## src/rtl/lif_window_classifier.sv

```systemverilog
// rtl/lif_window_classifier.sv - windowed adaptive-threshold LIF layer with spike counters and sequential argmax
// Optional feature macro: LIF_WEIGHT_LOAD_EN (per-neuron weight registers, loadable while IDLE)
module lif_window_classifier #(
   parameter int N_NEURONS   = 10,
   parameter int WIDTH       = 8,
   parameter int WINDOW      = 64,
   parameter int THRESHOLD   = 128,
   parameter int THRESH_INC  = 20,
   parameter int THRESH_DEC  = 1,
   parameter int THRESH_MIN  = 75,
   parameter int LEAK_SHIFT  = 1,
   parameter int W_SHIFT     = 0,
   parameter int WEIGHT_INIT = 1
) (
   input  logic                         clk,
   input  logic                         rst_n,
   input  logic                         start_i,
   input  logic                         in_valid_i,
   output logic                         in_ready_o,
   input  logic [WIDTH-1:0]             in_data_i,
   output logic                         busy_o,
   output logic [N_NEURONS-1:0]         spikes_o,
   output logic                         res_valid_o,
   input  logic                         res_ready_i,
   output logic [$clog2(N_NEURONS)-1:0] class_o,
   output logic [WIDTH-1:0]             count_o
`ifdef LIF_WEIGHT_LOAD_EN
   ,
   input  logic                         wl_en_i,
   input  logic [$clog2(N_NEURONS)-1:0] wl_addr_i,
   input  logic [WIDTH-1:0]             wl_data_i
`endif
);

   localparam int IW  = $clog2(N_NEURONS);
   localparam int SW  = $clog2(WINDOW + 1);
   localparam int PW  = 2 * WIDTH;
   localparam int WP1 = WIDTH + 1;

   localparam logic [WIDTH-1:0] VMAX      = {WIDTH{1'b1}};
   localparam logic [WIDTH-1:0] THR_INIT  = WIDTH'(THRESHOLD);
   localparam logic [WIDTH-1:0] THR_MIN   = WIDTH'(THRESH_MIN);
   localparam logic [WIDTH-1:0] THR_DEC   = WIDTH'(THRESH_DEC);
   localparam logic [WP1-1:0]   THR_INC   = WP1'(THRESH_INC);
   localparam logic [WP1-1:0]   DN_LIMIT  = WP1'(THRESH_MIN + THRESH_DEC);
   localparam logic [WIDTH-1:0] W_INIT    = WIDTH'(WEIGHT_INIT);
   localparam logic [SW-1:0]    LAST_STEP = SW'(WINDOW - 1);
   localparam logic [IW-1:0]    LAST_IDX  = IW'(N_NEURONS - 1);

   typedef enum logic [1:0] {S_IDLE, S_RUN, S_SCAN, S_DONE} state_t;

   state_t                 fsm_q, fsm_d;
   logic [WIDTH-1:0]       mem_q [N_NEURONS];
   logic [WIDTH-1:0]       mem_d [N_NEURONS];
   logic [WIDTH-1:0]       thr_q [N_NEURONS];
   logic [WIDTH-1:0]       thr_d [N_NEURONS];
   logic [WIDTH-1:0]       cnt_q [N_NEURONS];
   logic [WIDTH-1:0]       cnt_d [N_NEURONS];
   logic [SW-1:0]          step_q, step_d;
   logic [IW-1:0]          scan_idx_q, scan_idx_d;
   logic [IW-1:0]          max_idx_q, max_idx_d;
   logic [WIDTH-1:0]       max_cnt_q, max_cnt_d;
   logic [IW-1:0]          class_q, class_d;
   logic [WIDTH-1:0]       count_q, count_d;
   logic [N_NEURONS-1:0]   spikes_q, spikes_d;
   logic                   in_ready_q, in_ready_d;
   logic                   busy_q, busy_d;
   logic                   res_valid_q, res_valid_d;

   logic [WIDTH-1:0]       weight [N_NEURONS];
   logic [PW-1:0]          prod_sh [N_NEURONS];
   logic [WIDTH-1:0]       cur [N_NEURONS];
   logic [WP1-1:0]         v_sum [N_NEURONS];
   logic [WIDTH-1:0]       v_sat [N_NEURONS];
   logic [WP1-1:0]         thr_up [N_NEURONS];
   logic [WIDTH-1:0]       mem_nx [N_NEURONS];
   logic [WIDTH-1:0]       thr_nx [N_NEURONS];
   logic [WIDTH-1:0]       cnt_nx [N_NEURONS];
   logic [N_NEURONS-1:0]   spk_nx;
   logic                   scan_better;

`ifdef LIF_WEIGHT_LOAD_EN
   logic [WIDTH-1:0]       w_q [N_NEURONS];
   logic [WIDTH-1:0]       w_d [N_NEURONS];

   // Weights come from the loadable registers
   always_comb begin
      for (int i = 0; i < N_NEURONS; i++) begin
         weight[i] = w_q[i];
      end
   end
`else
   // Every weight is the fixed initial value
   always_comb begin
      for (int i = 0; i < N_NEURONS; i++) begin
         weight[i] = W_INIT;
      end
   end
`endif

   // Candidate next neuron state for one accepted timestep, all arithmetic saturating
   always_comb begin
      for (int i = 0; i < N_NEURONS; i++) begin
         prod_sh[i] = (PW'(in_data_i) * PW'(weight[i])) >> W_SHIFT;
         cur[i]     = (prod_sh[i] > PW'(VMAX)) ? VMAX : prod_sh[i][WIDTH-1:0];
         v_sum[i]   = WP1'(mem_q[i] - (mem_q[i] >> LEAK_SHIFT)) + WP1'(cur[i]);
         v_sat[i]   = v_sum[i][WIDTH] ? VMAX : v_sum[i][WIDTH-1:0];
         thr_up[i]  = WP1'(thr_q[i]) + THR_INC;
         spk_nx[i]  = (v_sat[i] >= thr_q[i]);
         if (spk_nx[i]) begin
            mem_nx[i] = '0;
            thr_nx[i] = thr_up[i][WIDTH] ? VMAX : thr_up[i][WIDTH-1:0];
            cnt_nx[i] = (cnt_q[i] == VMAX) ? VMAX : cnt_q[i] + 1'b1;
         end else begin
            mem_nx[i] = v_sat[i];
            thr_nx[i] = (WP1'(thr_q[i]) >= DN_LIMIT) ? (thr_q[i] - THR_DEC) : THR_MIN;
            cnt_nx[i] = cnt_q[i];
         end
      end
   end

   // Control FSM: window setup, per-step commit, argmax scan and result hold
   always_comb begin
      fsm_d       = fsm_q;
      step_d      = step_q;
      scan_idx_d  = scan_idx_q;
      max_idx_d   = max_idx_q;
      max_cnt_d   = max_cnt_q;
      class_d     = class_q;
      count_d     = count_q;
      spikes_d    = spikes_q;
      scan_better = 1'b0;
      for (int i = 0; i < N_NEURONS; i++) begin
         mem_d[i] = mem_q[i];
         thr_d[i] = thr_q[i];
         cnt_d[i] = cnt_q[i];
`ifdef LIF_WEIGHT_LOAD_EN
         w_d[i]   = w_q[i];
`endif
      end

      case (fsm_q)
         S_IDLE: begin
            if (start_i) begin
               fsm_d    = S_RUN;
               step_d   = '0;
               spikes_d = '0;
               for (int i = 0; i < N_NEURONS; i++) begin
                  mem_d[i] = '0;
                  thr_d[i] = THR_INIT;
                  cnt_d[i] = '0;
               end
            end
`ifdef LIF_WEIGHT_LOAD_EN
            // Out-of-range addresses are dropped so a narrow address bus cannot alias
            if (wl_en_i && (32'(wl_addr_i) < 32'(N_NEURONS))) begin
               w_d[wl_addr_i] = wl_data_i;
            end
`endif
         end
         S_RUN: begin
            if (in_valid_i && in_ready_q) begin
               for (int i = 0; i < N_NEURONS; i++) begin
                  mem_d[i] = mem_nx[i];
                  thr_d[i] = thr_nx[i];
                  cnt_d[i] = cnt_nx[i];
               end
               spikes_d = spk_nx;
               if (step_q == LAST_STEP) begin
                  fsm_d      = S_SCAN;
                  scan_idx_d = '0;
                  max_idx_d  = '0;
                  max_cnt_d  = '0;
               end else begin
                  step_d = step_q + 1'b1;
               end
            end
         end
         S_SCAN: begin
            // Strict compare keeps the lowest index on ties
            scan_better = (cnt_q[scan_idx_q] > max_cnt_q);
            if (scan_better) begin
               max_idx_d = scan_idx_q;
               max_cnt_d = cnt_q[scan_idx_q];
            end
            if (scan_idx_q == LAST_IDX) begin
               class_d = max_idx_d;
               count_d = max_cnt_d;
               fsm_d   = S_DONE;
            end else begin
               scan_idx_d = scan_idx_q + 1'b1;
            end
         end
         S_DONE: begin
            if (res_ready_i) begin
               fsm_d = S_IDLE;
            end
         end
         default: fsm_d = S_IDLE;
      endcase

      in_ready_d  = (fsm_d == S_RUN);
      busy_d      = (fsm_d != S_IDLE);
      res_valid_d = (fsm_d == S_DONE);
   end

   // State registers with synchronous active-low reset
   always_ff @(posedge clk) begin
      if (!rst_n) begin
         fsm_q       <= S_IDLE;
         step_q      <= '0;
         scan_idx_q  <= '0;
         max_idx_q   <= '0;
         max_cnt_q   <= '0;
         class_q     <= '0;
         count_q     <= '0;
         spikes_q    <= '0;
         in_ready_q  <= 1'b0;
         busy_q      <= 1'b0;
         res_valid_q <= 1'b0;
         for (int i = 0; i < N_NEURONS; i++) begin
            mem_q[i] <= '0;
            thr_q[i] <= THR_INIT;
            cnt_q[i] <= '0;
`ifdef LIF_WEIGHT_LOAD_EN
            w_q[i]   <= W_INIT;
`endif
         end
      end else begin
         fsm_q       <= fsm_d;
         step_q      <= step_d;
         scan_idx_q  <= scan_idx_d;
         max_idx_q   <= max_idx_d;
         max_cnt_q   <= max_cnt_d;
         class_q     <= class_d;
         count_q     <= count_d;
         spikes_q    <= spikes_d;
         in_ready_q  <= in_ready_d;
         busy_q      <= busy_d;
         res_valid_q <= res_valid_d;
         for (int i = 0; i < N_NEURONS; i++) begin
            mem_q[i] <= mem_d[i];
            thr_q[i] <= thr_d[i];
            cnt_q[i] <= cnt_d[i];
`ifdef LIF_WEIGHT_LOAD_EN
            w_q[i]   <= w_d[i];
`endif
         end
      end
   end

   assign in_ready_o  = in_ready_q;
   assign busy_o      = busy_q;
   assign res_valid_o = res_valid_q;
   assign spikes_o    = spikes_q;
   assign class_o     = class_q;
   assign count_o     = count_q;

endmodule

```

## config.mk

```make
export PLATFORM = sky130hd
export DESIGN_NAME = lif_window_classifier
export DESIGN_NICKNAME = d
export VERILOG_FILES = /design/src/rtl/lif_window_classifier.sv
export SDC_FILE = /design/constraint.sdc
export NUM_CORES = 1
export LEC_CHECK = 0
export CAP_MARGIN = 40
export CELL_PAD_IN_SITES_DETAIL_PLACEMENT = 0
export CELL_PAD_IN_SITES_GLOBAL_PLACEMENT = 1
export CORE_ASPECT_RATIO = 1.75
export CORE_MARGIN = 5
export CORE_UTILIZATION = 30
export DETAILED_ROUTE_END_ITERATION = 7
export PLACE_DENSITY_LB_ADDON = 0.1
export SYNTH_ARGS = -nofsm -noshare
export SYNTH_HDL_FRONTEND = slang
export SYNTH_SLANG_ARGS = --single-unit
```

## constraint.sdc

```tcl
create_clock -name clk -period 5.7 [get_ports clk]
set_clock_uncertainty 0.1 [all_clocks]
set_input_delay 0.57 -clock clk [delete_from_list [all_inputs] [get_ports clk]]
set_output_delay 0.57 -clock clk [all_outputs]
set_load 0.005 [all_outputs]
```

==> run_results.csv, run 1 <==
group,metric,value,unit
setup_path,critPathMaxStageDelay,0.53,ns
min_path,hp-start,"mem_q[0][7]",
pwr,clkPwrFrac,28.5,%
global_routing,grt_util_all_layers,18.9,%
yosys,ys_warn_count,0,
cells_and_area,drive_gt1_share,7.81,%
pwr,intPower,5440,uW
setup_path,worstPathArrival,5.53,ns
cts,cts_hold_buf,0,
cts,cts_setup_buffers,0,
pwr,p_per_area,341,nW/um^2
yosys,synthArstFlopShare,0,%
floorplanning,num_rows,136,
global_routing,gr-total-overflow,0,
floorplanning,io_pins,38,
cts,cts_resized,0,
sta,slew_violations,0,
status,status,"completed",
detailed_routing,viasPerCell,5.47,
sta,fmax,0.193,GHz
global_routing,grt_pass1_vias,22800,
sta,relSlewSlack,41.2,%
setup_path,r2r_start,"mem_q[1][6]",
min_path,whs_endpoint,"mem_q[0][7]",
pwr,p_switching,3800,uW
yosys,synth_area,23900,sq um
sta,worst_pin_slew,0.875,ns
setup_path,cp_cell_sequence,"clkdlybuf4s50_1 > inv_1 > buf_12 > fa_1 > inv_1 > ha_1 > a21o_1 > or3_1 > nor3_1 > a311o_1 > nand2_1 > ha_1 > and2_1 > a221oi_1 > o21a_1 > a21oi_1 > and3_1 > o221a_2",
detailed_routing,drt_pre_antenna_iters,5,
yosys,ys_seq_area_share,24.7,%
floorplanning,die_x,223,microns
sta,finalSetupViolations,0,
setup_path,path_depth,18,
setup_path,crit_type,"input port to register",
setup_path,cp_slowest_cell,"fa_1",
detailed_routing,num_vias,22300,
place,portBuffers,37,
cells_and_area,n_antenna_cell,0,
setup_path,critPathTopFamily,"compound AO/OA/AOI/OAI gates",
cts,cts.sinks,294,
cells_and_area,synthToLayoutAreaGrowth,13.5,%
yosys,yosys-top-cells-area,"dfxtp_1 (25%), ha_1 (12%), inv_1 (6.0%)",
cells_and_area,final_util,34.4,%
setup_path,required,6.06,ns
cts,cts_made_buffers,37,
sta,holdWs,0.360,ns
detailed_routing,drc,0,
setup_path,ff2ff_path_depth,15,
floorplanning,die_height,383,microns
cts,clock-root-buffer,"clkbuf_16",
sta,finalCritPeriodShare,90.7,%
yosys,syn_avg_cell_area,8.04,sq um
run,maxCapViolations,0,
setup_path,reg2reg_to,"thr_q[1][1]",
yosys,synthDistinctLibCells,98,
sta,final.setup.worst_slack,0.532,ns
pwr,power_frac_seq,24.6,%
setup_path,cp-start-kind,"input port",
yosys,ys.flop_type,"dfxtp_1",
global_routing,grt_pass1_wl,129000,microns
setup_path,cp-end-kind,"register",
place,detailedPlacementHpwl,62300,microns
global_routing,antenna_found_initial,1,
yosys,yosys.area.top_type,"dfxtp_1",
floorplanning,core-area,78800,sq um
yosys,synth.top_cell.area_share,24.7,%
pwr,power_frac_comb,46.9,%
place,place_ws,-0.0366,ns
cts,cts_tree,"yes",
setup_path,reg2reg_slack,0.95,ns
cts,clockBufferDepth,3,
cts,clk-insertion-delay-late,0.57,ns
detailed_routing,drtIter0Drc,1301,
floorplanning,die-area,85500,sq um
place,gp_congestion,0.842,
yosys,synthesis.nets,3282,
floorplanning,start_util,30.3,%
yosys,synth-edff-count,0,
sta,period_needed,5.17,ns
detailed_routing,wire_per_inst,20.4,microns
pwr,p_sw_share,41.1,%
sta,rsz0062_at_grt,"no",
pwr,p_leak,0.0111,uW
cts,htreeDepth,2,
yosys,synth-seq-cells,294,
cells_and_area,nets,3319,
global_routing,grt_max_degree,44,
detailed_routing,finalWirelength,83000,microns
yosys,syn_inst,2968,
setup_path,path_max_fanout,8,
cts,clk_pin_slew,0.06,ns
pwr,peakVddDrop,0.235,mV
yosys,synth.most_common_cell,"inv_1",
sta,final-hold-violation-count,0,
setup_path,cp_num_buf_inv,4,
yosys,synth_common_cells,"inv_1 (382), dfxtp_1 (294), ha_1 (231)",
detailed_routing,route.antenna.remaining_nets,0,
min_path,min_path_type,"register to register",
min_path,worstHoldPathCells,2,
[registers in the layout, summed over array words and instances (netlist names), 2 cells and up, named ones only]
register    flops
class_o         4
scan_idx_q      4
fsm_q           2
step_q          7
cnt_q          80
spikes_o       10
max_idx_q       4
count_o         8
max_cnt_q       8
thr_q          80
mem_q          80
[worst register-to-register path: cells and delay by family, from the launching register on]
family	cells	cell delay [ns]
AOI/OAI and AO/OA	5	1.83
adders and majority gates	3	1.07
buffers and inverters	2	0.13
DFF	1	0.41
and+or+nand+nor	5	1.17
[stage by stage]
step / setup TNS (ns) / std cells / total power [uW] / area (sq um)
after floorplan: 0 / 2968 / 5210 / 23900
after global placement: 0 / 3999 / 6620 / 25700
after detailed placement: -0.0587 / 4001 / 6680 / 25800
final: 0 / 4068 / 9230 / 27100
after global routing: 0 / 4068 / 9940 / 27100
after CTS: 0 / 4068 / 9390 / 27100
[per-layer routing]
layer | up-vias | global-route usage, % | wire length [microns]
li1 | 10800 | - | -
met1 | 10900 | 20.2 | 32300
met2 | 395 | 37.7 | 45600
met3 | 141 | 1.91 | 2190
met4 | 2 | 6.65 | 2910
met5 | - | 0 | 13
[how the worst max path moves through the flow]
stage                             from          end  slack [ns]
after floorplan           in_data_i[1]  thr_q[1][5]        0.91
after global placement    in_data_i[7]  cnt_q[2][5]        0.04
after detailed placement  in_data_i[7]  cnt_q[2][5]       -0.04
after CTS                 in_data_i[7]  cnt_q[2][5]        0.55
after global routing      in_data_i[6]  cnt_q[2][5]        0.22
final                     in_data_i[6]  cnt_q[2][5]        0.53
[cell families after synthesis]
| kind of cell | count (synthesis) | synth area share, % |
|---|---|---|
| muxes | 43 | 2.66 |
| buffers and inverters | 499 | 8.29 |
| adders and majority gates | 301 | 18.0 |
| DFF | 294 | 24.7 |
| xor gates and xnor gates | 65 | 2.39 |
| and+or+nand+nor | 844 | 17.3 |
| AOI/OAI and AO/OA | 922 | 26.7 |
[cells in the final DEF (no fill, tap or decap), types with 20 or more instances in the layout]
| cell type | n |
|---|---|
| clkbuf_16 | 38 |
| nand2_1 | 227 |
| dfxtp_1 | 294 |
| or3_1 | 25 |
| o31ai_1 | 34 |
| a32o_1 | 20 |
| nor3_1 | 76 |
| clkdlybuf4s50_1 | 36 |
| nand3_1 | 92 |
| inv_1 | 381 |
| o211ai_1 | 25 |
| a21oi_1 | 209 |
| o22ai_1 | 22 |
| and3_1 | 27 |
| nand2b_1 | 39 |
| fa_1 | 70 |
| a22o_1 | 75 |
| a21o_1 | 50 |
| nor2b_1 | 40 |
| o21a_1 | 28 |
| mux2i_1 | 23 |
| buf_4 | 64 |
| xor2_1 | 38 |
| ha_1 | 231 |
| xnor2_1 | 27 |
| nor2_1 | 188 |
| o21ai_0 | 175 |
| and2_1 | 22 |
| a211oi_1 | 38 |
| nand4_1 | 27 |
| a31oi_1 | 48 |
[power groups by stage]
stage,clock (uW),sequential (uW),combinational [uW]
after floorplan,0,2270,2940
after global placement,0,2310,4300
after detailed placement,0,2320,4360
after CTS,2740,2270,4380
after global routing,2790,2290,4860
final,2630,2270,4330
[area by class of cell]
class / count / area (sq um)
fillers: 8239 / 51700
multi-input cells: 2175 / 16000
flip-flops and latches: 294 / 5890
inverters: 383 / 1440
well taps: 1035 / 1290
repair buffers: 114 / 1120
clock buffers: 53 / 1100
clock inverters: 14 / 213
Note: power is estimated with default switching activity, not from simulation.
==> run 2: changes to the inputs <==
- SETUP_SLACK_MARGIN: not set -> 0.4
==> run 2 against run 1 <==
- non-clock buffer count did not move
- power barely moved
- first-iteration DRC count fell by 4.4%
- register-to-register slack improved by 0.05 ns
- worst setup slack improved by 0.17 ns
- core utilization barely moved
- maximum frequency rose by 3.4%
- die area did not move
- sequential power barely moved
- design area barely moved
- largest cell class unchanged
==> run_results.csv, run 2 (same netlist as run 1, synthesis figures left out) <==
group,metric,value,unit
global_routing,grt_max_degree,44,
sta,final-hold-violation-count,0,
setup_path,reg2reg_slack,1.00,ns
floorplanning,die_x,223,microns
pwr,total_power,9230,uW
cells_and_area,final_common_cell,"inv_1",
detailed_routing,drc,0,
global_routing,gr-total-overflow,0,
global_routing,grt_util_all_layers,18.9,%
cts,cts_made_buffers,37,
sta,period_needed,5.00,ns
cells_and_area,drive_gt1_share,7.95,%
floorplanning,start_util,30.3,%
run,maxCapViolations,0,
floorplanning,num_rows,136,
place,place_area,25800,sq um
detailed_routing,drt_pre_antenna_iters,5,
cells_and_area,nets,3319,
cts,cts.sinks,294,
place,portBuffers,37,
sta,slew_violations,0,
global_routing,grt_pass1_wl,129000,microns
setup_path,startpoint,"in_data_i[2]",
floorplanning,io_pins,38,
cts,cts_hold_buf,0,
sta,finalSetupViolations,0,
pwr,p_leak,0.0111,uW
cells_and_area,final_cells,4068,
cells_and_area,n_antenna_cell,0,
detailed_routing,drtIter0Drc,1244,
place,dp_cells,4001,
setup_path,required,6.06,ns
cells_and_area,synthToLayoutAreaGrowth,13.5,%
cts,clk-insertion-delay-late,0.56,ns
cts,clk_pin_slew,0.06,ns
min_path,hp-start,"mem_q[0][7]",
pwr,peakVddDrop,0.235,mV
cells_and_area,seq_area,5890,sq um
place,detailedPlacementHpwl,62300,microns
min_path,min_path_type,"register to register",
global_routing,antenna_found_initial,1,
floorplanning,die_height,383,microns
sta,rsz0062_at_grt,"no",
setup_path,cp-start-kind,"input port",
cts,clockBufferDepth,3,
detailed_routing,finalWirelength,83000,microns
floorplanning,core-area,78800,sq um
floorplanning,die-area,85500,sq um
setup_path,crit_type,"input port to register",
status,status,"completed",
setup_path,r2r_start,"mem_q[9][2]",
cts,htreeDepth,2,
setup_path,cp-end-kind,"register",
sta,final.setup.worst_slack,0.703,ns
setup_path,crit_end,"cnt_q[9][3]",
cells_and_area,layout_common_cells,"inv_1 (381), dfxtp_1 (294), ha_1 (231), nand2_1 (227), a21oi_1 (209)",
sta,fmax,0.200,GHz
sta,relSlewSlack,43.1,%
cells_and_area,top_regs,"cnt_q (80), mem_q (80), thr_q (80)",
cts,cts_tree,"yes",
place,gp_congestion,0.842,
pwr,p_per_area,341,nW/um^2
global_routing,grt_pass1_vias,22800,
detailed_routing,viasPerCell,5.46,
sta,finalCritPeriodShare,87.7,%
detailed_routing,num_vias,22200,
cells_and_area,multiInputGateArea,16000,sq um
cts,clock-root-buffer,"clkbuf_16",
cells_and_area,num-fill-cells,8239,
setup_path,worstPathArrival,5.36,ns
place,place_ws,-0.0366,ns
detailed_routing,route.antenna.remaining_nets,0,
setup_path,path_max_fanout,20,
cells_and_area,final_area,27100,sq um
sta,worst_pin_slew,0.851,ns
detailed_routing,wire_per_inst,20.4,microns
setup_path,ff2ff_path_depth,18,
setup_path,reg2reg_to,"cnt_q[9][3]",
[run 2: final cells by class]
type / instances / share of cell area (%)
Clock inverter: 14 / 0.785
Clock buffer: 53 / 4.05
Inverter: 383 / 5.31
Multi-Input combinational cell: 2175 / 59.2
Tap cell: 1035 / 4.78
Sequential cell: 294 / 21.7
Timing Repair Buffer: 114 / 4.14
[run 2: per-stage QoR]
| stage | hold slack, ns | TNS, ns | utilization [%] |
|---|---|---|---|
| floorplan | 0.325 | 0 | - |
| global placement | 0.342 | 0 | 32.6 |
| detailed placement | 0.350 | -0.0587 | 32.7 |
| CTS | 0.365 | 0 | 34.4 |
| global route | 0.383 | 0 | 34.4 |
| finish | 0.360 | 0 | 34.4 |
[run 2: routing by layer]
layer	global-route usage [%]	part of all wire, %
met2	37.7	55
met4	6.65	3.5
met1	20.2	39
met5	0	0.016
met3	1.91	2.6
[run 2: worst max-delay path, cell delays in order]
cell and delay (ns):
clkdlybuf4s50_1 0.45, inv_1 0.06, buf_12 0.16, fa_1 0.56, inv_1 0.05, ha_1 0.32, nor2b_1 0.17, o2111ai_1 0.38
a31oi_1 0.17, xor2_1 0.16, o21ai_0 0.30, inv_1 0.12, ha_1 0.31, nand2_1 0.07, nor3_1 0.22, a21oi_1 0.14
buf_12 0.19, a31oi_1 0.47, a21bo_2 0.28, a22o_1 0.17
[run 2: worst min-delay path by stage]
stage / to / slack [ns] / cells after the start
after floorplan: mem_q[0][7] / 0.33 / 2
after global placement: mem_q[0][7] / 0.34 / 2
after global routing: max_idx_q[1] / 0.38 / 2
final: mem_q[0][7] / 0.36 / 2
after CTS: mem_q[0][7] / 0.37 / 2
after detailed placement: mem_q[0][7] / 0.35 / 2
[run 2: power breakdown]
part | internal [uW] | switching [uW]
registers | 2150 | 121
clock network | 1570 | 1050
logic | 1720 | 2620
[run 2: timing repair]
| item | 4_1_cts | 5_1_grt |
|---|---|---|
| buffers inserted | 0 | 0 |
| resized for setup | 0 | 4 |
| setup endpoints to repair | 0 | 17 |
| endpoints found under the hold margin | 0 | 0 |
==> run 3: changes to the inputs <==
- CORE_UTILIZATION: 30 -> 35
==> run 3 against run 2 <==
- combinational power down 2%
- sequential power about the same
- wire length decreased by 5.0%
- flip-flop and latch count unchanged
- design area down 1.4%
- sequential share of layout area increased by 0.31 points
- worst hold slack worse by 0.0045 ns
- critical path type unchanged
- largest power group unchanged
==> run_results.csv, run 3 (same netlist as run 1, synthesis figures left out) <==
group,metric,value,unit
floorplanning,core-area,67500,sq um
sta,final-hold-violation-count,0,
setup_path,path_max_fanout,16,
pwr,total_power,8880,uW
sta,tns,0,ns
global_routing,grt_pass1_wl,124000,microns
sta,final.setup.worst_slack,0.725,ns
detailed_routing,drt_pre_antenna_iters,5,
pwr,intPower,5180,uW
place,place_ws,0.00187,ns
cells_and_area,synthToLayoutAreaGrowth,11.9,%
setup_path,cp-end-kind,"register",
cts,cts_made_buffers,36,
cts,htreeDepth,2,
sta,slew_violations,0,
pwr,p_per_area,333,nW/um^2
cells_and_area,drive_gt1_share,7.80,%
pwr,power_frac_comb,48.1,%
cts,cts_setup_buffers,0,
min_path,min_path_type,"register to register",
pwr,p_sw_share,41.6,%
sta,rsz0062_at_grt,"no",
setup_path,crit_type,"input port to register",
cts,cts_tree,"yes",
global_routing,grt_pass1_vias,22400,
pwr,clkPwrFrac,26.4,%
cts,clockBufferDepth,3,
cells_and_area,seq_area,5890,sq um
place,dp_cells,3862,
setup_path,required,6.04,ns
global_routing,antenna_found_initial,0,
detailed_routing,wire_per_inst,20.1,microns
sta,period_needed,4.98,ns
cts,clk_pin_slew,0.06,ns
cells_and_area,nets,3318,
place,gp_congestion,0.873,
sta,relSlewSlack,40.8,%
floorplanning,start_util,35.4,%
sta,fmax,0.201,GHz
cells_and_area,final_common_cell,"inv_1",
floorplanning,num_rows,126,
detailed_routing,route.antenna.remaining_nets,0,
floorplanning,io_pins,38,
cells_and_area,n_antenna_cell,0,
setup_path,cp-start-kind,"input port",
status,status,"completed",
sta,finalCritPeriodShare,87.3,%
global_routing,grt_util_all_layers,20.7,%
detailed_routing,num_vias,22100,
sta,worst_pin_slew,0.885,ns
pwr,power_frac_seq,25.6,%
detailed_routing,drtIter0Drc,1149,
detailed_routing,viasPerCell,5.64,
detailed_routing,finalWirelength,78800,microns
global_routing,grt_max_degree,47,
cells_and_area,multiInputGateArea,16100,sq um
cells_and_area,top_regs,"cnt_q (80), mem_q (80), thr_q (80)",
pwr,p_leak,0.0110,uW
place,detailedPlacementHpwl,59300,microns
place,portBuffers,37,
sta,finalSetupViolations,0,
pwr,peakVddDrop,0.177,mV
cts,cts.sinks,294,
cells_and_area,num-fill-cells,7102,
pwr,p_switching,3700,uW
setup_path,worstPathArrival,5.31,ns
floorplanning,die_x,207,microns
cells_and_area,final_cells,3923,
floorplanning,die_height,355,microns
cells_and_area,layout_common_cells,"inv_1 (381), dfxtp_1 (294), ha_1 (231), nand2_1 (226), a21oi_1 (208)",
floorplanning,die-area,73700,sq um
cts,clock-root-buffer,"clkbuf_16",
detailed_routing,drc,0,
cts,clk-insertion-delay-late,0.56,ns
global_routing,gr-total-overflow,0,
run,maxCapViolations,0,
==> run 3: changes by cell type in the layout (fill, tap and decap cells not counted), moves of 3 or more <==
cell | previous run | this run
buf_12 | 11 | 6
buf_4 | 64 | 70
bufinv_16 | 5 | 0
clkinv_2 | 6 | 3
o21ai_0 | 175 | 170
o21ai_1 | 8 | 12
==> run 3: power groups by stage <==
stage	clock [uW]	combinational, uW	sequential (uW)
detailed placement	0	4270	2310
global placement	0	4200	2310
CTS	2430	4290	2270
global route	2490	4790	2280
finish	2340	4270	2270
floorplan	0	2940	2270
==> run 3: final cells by class <==
class	instances	share of cell area, %
Multi-Input combinational cell	2175	60.2
Sequential cell	294	22.0
Tap cell	896	4.20
Timing Repair Buffer	114	3.84
Clock buffer	56	4.19
Clock inverter	5	0.145
Inverter	383	5.38
==> run 3: routing by layer <==
metal	vias to the layer above	GRT usage (%)	part of all wire, %
li1	10800	-	-
met3	160	1.97	3.0
met5	-	0	0
met2	448	40.6	53
met4	0	8.24	4.2
met1	10800	22.5	39
==> run 3: critical path: stages <==
cell	delay [ns]
clkdlybuf4s50_1	0.46
inv_1	0.07
buf_4	0.25
fa_1	0.57
inv_1	0.04
ha_1	0.34
nor2b_1	0.19
o2111ai_1	0.35
a21oi_1	0.11
nand4b_1	0.39
nor2b_1	0.28
ha_1	0.28
nor2b_1	0.04
o21ai_0	0.20
a21oi_1	0.10
buf_4	0.21
buf_4	0.17
nor3_1	0.27
o31ai_1	0.11
a22o_1	0.26
==> run 3: per-stage QoR <==
stage | util (%) | instance area (sq um) | hold slack (ns)
after floorplan | - | 23900 | 0.325
after global placement | 37.8 | 25500 | 0.351
after detailed placement | 37.8 | 25500 | 0.352
after CTS | 39.5 | 26700 | 0.360
after global routing | 39.6 | 26700 | 0.379
final | 39.6 | 26700 | 0.356
==> run 3: final timing paths <==
check	start	end	slack [ns]	cells past startpoint
max	in_data_i[2]	thr_q[9][3]	0.72	20
max reg2reg	mem_q[9][1]	thr_q[9][3]	1.02	17
min	spikes_o[5]	spikes_o[5]	0.36	2
min reg2reg	spikes_o[5]	spikes_o[5]	0.36	2
==> run 3: timing repair <==
action                                  CTS  global route
endpoints found under the setup margin    0            36
hold buffers                              0             0
gates resized for setup                   0            13
